[src/rtl/trafficlight_xing.sv]
// Two-approach intersection controller: protected-left/green/yellow/all-red cycle,
// emergency preemption with phase save/restore, and flashing-yellow maintenance mode.
module trafficlight_xing #(
    parameter int LEFT_CYC    = 5,
    parameter int GREEN_CYC   = 10,
    parameter int YELLOW_CYC  = 3,
    parameter int CLEAR_CYC   = 2,
    parameter int PREEMPT_CYC = 1,
    parameter int FLASH_CYC   = 4,
    parameter int CW          = 5
) (
    input  logic       clk,
    input  logic       rst_n,
    input  logic       emergency,
    input  logic       flash,
    output logic [3:0] out_ns,
    output logic [3:0] out_ew,
    output logic       preempt,
    output logic [3:0] phase
);

    typedef enum logic [3:0] {
        NS_LEFT   = 4'd0,
        NS_GREEN  = 4'd1,
        NS_YELLOW = 4'd2,
        CLR_A     = 4'd3,
        EW_LEFT   = 4'd4,
        EW_GREEN  = 4'd5,
        EW_YELLOW = 4'd6,
        CLR_B     = 4'd7,
        PREEMPT   = 4'd8,
        FLASH     = 4'd9
    } state_t;

    localparam logic [CW-1:0] D_LEFT   = CW'(LEFT_CYC - 1);
    localparam logic [CW-1:0] D_GREEN  = CW'(GREEN_CYC - 1);
    localparam logic [CW-1:0] D_YELLOW = CW'(YELLOW_CYC - 1);
    localparam logic [CW-1:0] D_CLEAR  = CW'(CLEAR_CYC - 1);
    localparam logic [CW-1:0] D_PRE    = CW'(PREEMPT_CYC - 1);
    localparam logic [CW-1:0] D_FLASH  = CW'(FLASH_CYC - 1);
    localparam logic [CW-1:0] ONE      = CW'(1);

    state_t        state, state_nx;
    state_t        saved_state, saved_state_nx;
    logic [CW-1:0] cnt, cnt_nx;
    logic [CW-1:0] saved_cnt, saved_cnt_nx;
    logic          flash_on, flash_on_nx;

    always_ff @(posedge clk or negedge rst_n) begin
        if (!rst_n) begin
            state       <= NS_LEFT;
            cnt         <= D_LEFT;
            saved_state <= NS_LEFT;
            saved_cnt   <= '0;
            flash_on    <= 1'b1;
        end else begin
            state       <= state_nx;
            cnt         <= cnt_nx;
            saved_state <= saved_state_nx;
            saved_cnt   <= saved_cnt_nx;
            flash_on    <= flash_on_nx;
        end
    end

    always_comb begin
        state_nx       = state;
        cnt_nx         = cnt;
        saved_state_nx = saved_state;
        saved_cnt_nx   = saved_cnt;
        flash_on_nx    = flash_on;
        if (emergency && state != PREEMPT) begin
            // The interrupted cycle is not credited: the raw counter is saved.
            saved_state_nx = state;
            saved_cnt_nx   = cnt;
            state_nx       = PREEMPT;
            cnt_nx         = D_PRE;
        end else if (state == PREEMPT) begin
            if (emergency || cnt != '0) begin
                if (cnt != '0) cnt_nx = cnt - ONE;
            end else if (saved_state == FLASH) begin
                state_nx    = FLASH;
                cnt_nx      = D_FLASH;
                flash_on_nx = 1'b1;
            end else begin
                state_nx = saved_state;
                cnt_nx   = saved_cnt;
            end
        end else if (flash && state != FLASH) begin
            state_nx    = FLASH;
            cnt_nx      = D_FLASH;
            flash_on_nx = 1'b1;
        end else if (state == FLASH) begin
            if (!flash) begin
                state_nx = CLR_B;
                cnt_nx   = D_CLEAR;
            end else if (cnt == '0) begin
                cnt_nx      = D_FLASH;
                flash_on_nx = ~flash_on;
            end else begin
                cnt_nx = cnt - ONE;
            end
        end else if (cnt == '0) begin
            case (state)
                NS_LEFT:   begin state_nx = NS_GREEN;  cnt_nx = D_GREEN;  end
                NS_GREEN:  begin state_nx = NS_YELLOW; cnt_nx = D_YELLOW; end
                NS_YELLOW: begin state_nx = CLR_A;     cnt_nx = D_CLEAR;  end
                CLR_A:     begin state_nx = EW_LEFT;   cnt_nx = D_LEFT;   end
                EW_LEFT:   begin state_nx = EW_GREEN;  cnt_nx = D_GREEN;  end
                EW_GREEN:  begin state_nx = EW_YELLOW; cnt_nx = D_YELLOW; end
                EW_YELLOW: begin state_nx = CLR_B;     cnt_nx = D_CLEAR;  end
                default:   begin state_nx = NS_LEFT;   cnt_nx = D_LEFT;   end
            endcase
        end else begin
            cnt_nx = cnt - ONE;
        end
    end

    always_comb begin
        out_ns = 4'b0001;
        out_ew = 4'b0001;
        case (state)
            NS_LEFT:   out_ns = 4'b1001;
            NS_GREEN:  out_ns = 4'b0100;
            NS_YELLOW: out_ns = 4'b0010;
            EW_LEFT:   out_ew = 4'b1001;
            EW_GREEN:  out_ew = 4'b0100;
            EW_YELLOW: out_ew = 4'b0010;
            FLASH: begin
                out_ns = flash_on ? 4'b0010 : 4'b0000;
                out_ew = flash_on ? 4'b0010 : 4'b0000;
            end
            default: ;
        endcase
    end

    assign preempt = (state == PREEMPT);
    assign phase   = state;

endmodule

[config.mk]
export PLATFORM = sky130hd
export DESIGN_NAME = trafficlight_xing
export DESIGN_NICKNAME = d
export VERILOG_FILES = /design/src/rtl/trafficlight_xing.sv
export SDC_FILE = /design/constraint.sdc
export NUM_CORES = 1
export LEC_CHECK = 0
export CORE_UTILIZATION = 55
export CTS_CLUSTER_SIZE = 30
export DETAILED_ROUTE_END_ITERATION = 16
export PLACE_DENSITY = 0.84
export SLEW_MARGIN = 20
export SYNTH_ARGS = -nofsm -noshare
export SYNTH_HDL_FRONTEND = slang
export SYNTH_SLANG_ARGS = --single-unit
export TNS_END_PERCENT = 50
[constraint.sdc]
create_clock -name clk -period 2.35 [get_ports clk]
set_clock_uncertainty 0.1 [all_clocks]
set_input_delay 0.5875 -clock clk [delete_from_list [all_inputs] [get_ports clk]]
set_output_delay 0.5875 -clock clk [all_outputs]
set_load 0.01 [all_outputs]
==> results.toml <==
[run_status]
outcome = "completed"

[finish]
fin_util_pct = 68.3
areaGrowthSynthToFinish_pct = 18.5
layout-drive-gt1-share_pct = 26.0
final_area_um2 = 1680
layoutNonFillerInstCount = 211
nNetsFinal = 187
diodes = 0

[critical_path]
crit_slowest_cell = "or4b_4"
start_kind = "register"
cp.required_ns = 1.66
path_max_fanout = 4
ff2ff_path_depth = 6
endpoint_kind = "output pin"
crit_family = "simple AND/OR/NAND/NOR gates"
path_cells = "or4b_4 > clkinv_8 > clkdlybuf4s15_1"
cp.arrival_ns = 1.61
critPathMaxStageDelay_ns = 0.58
critPathKind = "register to output pin"
crit_buf_inv = 2
regToRegStartpoint = "phase[2]"
r2r_slack_ns = 0.11
reg2reg_to = "phase[0]"

[hold_path]
holdPathStages = 2
worstHoldStart = "saved_cnt[0]"
holdCritPathClass = "register to register"
holdPathEnd = "saved_cnt[0]"

[sta]
timing.slew.headroom_pct = 56.2
hold_viol_final = 0
min_period_ns = 2.30
setup_viol = 0
drv_slew = 0
min_period_over_period_pct = 97.8
worst_slack_ns = 0.0515
worst_slew_pin_slew_ns = 0.648
fmax_mhz = 435
fin_hold_ws_ns = 0.398
tns_ns = 0
rsz0062_at_grt = "no"

[floorplan]
rows = 18
fp.dieW_um = 52.7
die-height_um = 52.7
io-pin-count = 17
start_util_pct = 57.7
coreArea_um2 = 2450
dieArea_um2 = 2780

[clocking]
clk_latency_ns = 0.31
cts.root.buffer_cell = "clkbuf_4"
cts_tree = "built"
htreeDepth = 1
cts.sinks = 19
clk_pin_slew_ns = 0.11
clockBufferDepth = 2
cts_made_buffers = 3

[synth]
synth.avg_cell_area_um2 = 8.80
ys_ff_latch = 19
postSynthCellCount = 161
synth_nets = 166
synth_cell_types = 54
ys_seq_area_share_pct = 33.7
syn_area_um2 = 1420
yosys-top-cells-count = "dfrtp_1, nand2_1, o21ai_0"
synth_top_area_cell = "dfrtp_1"
synth-edff-count = 0
async_flop_share_pct = 100
synth_flop_cell = "dfrtp_1"
netlist_top_cells_area = "dfrtp_1, mux2_2, o21ai_0, nand2_1, dfstp_2"
synth_top_area_share_pct = 30.0
ys_warn_count = 0

[routing]
wl_met2_um = 1640
drcViolationCount = 0
drt_iter0_markers = 76
routed_wl_um = 3530
wl_met3_um = 296
vias_per_cell = 6.47
routedWlPerCell_um = 16.7
num_vias = 1366
dr.pass1.iters = 5
ant_nets = 0
wl_met1_um = 1530
highest_layer = "met4"

[power_and_ir_drop]
totalPowerFinal_mw = 2.27
vdd_drop_max_mv = 0.924
cellLeakagePower_nw = 0.725
powerDensity_nw_per_um2 = 1350

[global_routing]
grt_pass1_vias = 1225
grt_max_degree = 20
antenna_found_initial = 0
grt_overflow = 0
grt_pass1_wl_um = 5770
grt_usage_pct = 28.4

[placement]
hpwl_um = 2560
gp_congestion = 0.915
dpl.cell_count = 207
io_buffers = 16
place_area_um2 = 1650
preCtsSetupSlack_ns = 0.0819

[flow_run]
maxCapViolations = 0
-- what timing repair did --
| item | 4_1_cts | 5_1_grt |
|---|---|---|
| pin swaps | 0 | 1 |
| hold buffers | 0 | 0 |
| gates resized for setup | 11 | 5 |
| setup endpoints to repair | 9 | 4 |
| setup buffers | 0 | 0 |
-- power by group --
part / switching (mW) / total [mW] / internal [mW]
registers: 0.124 / 0.591 / 0.466
clock network: 0.107 / 0.171 / 0.0636
logic: 0.799 / 1.51 / 0.713
-- cells by family after synthesis --
kind of cell | Yosys count | share of synthesized area, %
and+or+nand+nor | 59 | 25.1
AOI/OAI and AO/OA | 49 | 23.1
buffers and inverters | 21 | 8.22
DFF | 19 | 33.7
muxes | 9 | 7.07
xor gates and xnor gates | 3 | 1.86
adders and majority gates | 1 | 0.883
-- how the worst max path moves through the flow --
stage | from | to | depth (start not counted)
3_5_place_dp | flash | cnt[2] | 6
6_report | phase[1] | preempt | 3
2_1_floorplan | phase[2] | out_ew[3] | 4
3_3_place_gp | emergency | phase[0] | 4
4_1_cts | phase[0] | out_ew[1] | 5
5_1_grt | phase[1] | preempt | 3
-- worst min-delay path: stages, from the launching register on --
cell	delay (ns)
dfrtp_1	0.36
nand2_1	0.04
o21ai_0	0.07
-- sequential cells by signal, summed over array words and instances (netlist names) --
name	count
phase	4
cnt	5
saved_state	4
saved_cnt	5
flash_on	1
-- placed cells by master (no fill, tap or decap), drive strengths merged, types with 2 or more instances in the layout --
cell and n:
mux2 8, o211ai 2, clkbuf 3, clkinv 2
a31oi 5, buf 15, or2 2, a21oi 7
nor4b 2, nor4 3, nor3 3, nor2b 3
a31o 2, dfstp 2, nand2 17, nand3 4
or4bb 2, o22ai 3, clkdlybuf4s50 7, dfrtp 17
clkdlybuf4s15 2, a221oi 2, nor2 12, o21ai 16
xnor2 2, dlygate4sd2 6, inv 5, nand2b 3
or4b 2, a22o 3
-- area by class of cell --
type                            instances  area [um^2]
Tap cell                               30         37.5
Clock buffer                            3         22.5
Multi-Input combinational cell        121          832
Inverter                                6         35.0
Sequential cell                        19          478
Fill cell                             198          777
Clock inverter                          1         5.00
Timing Repair Buffer                   31          268
-- routing by layer --
layer,track usage [%],vias to the layer above
met4,10.5,0
met1,40.0,636
met3,3.77,10
met5,0,-
li1,-,632
met2,43.9,88
(Power assumes the default switching activity.)
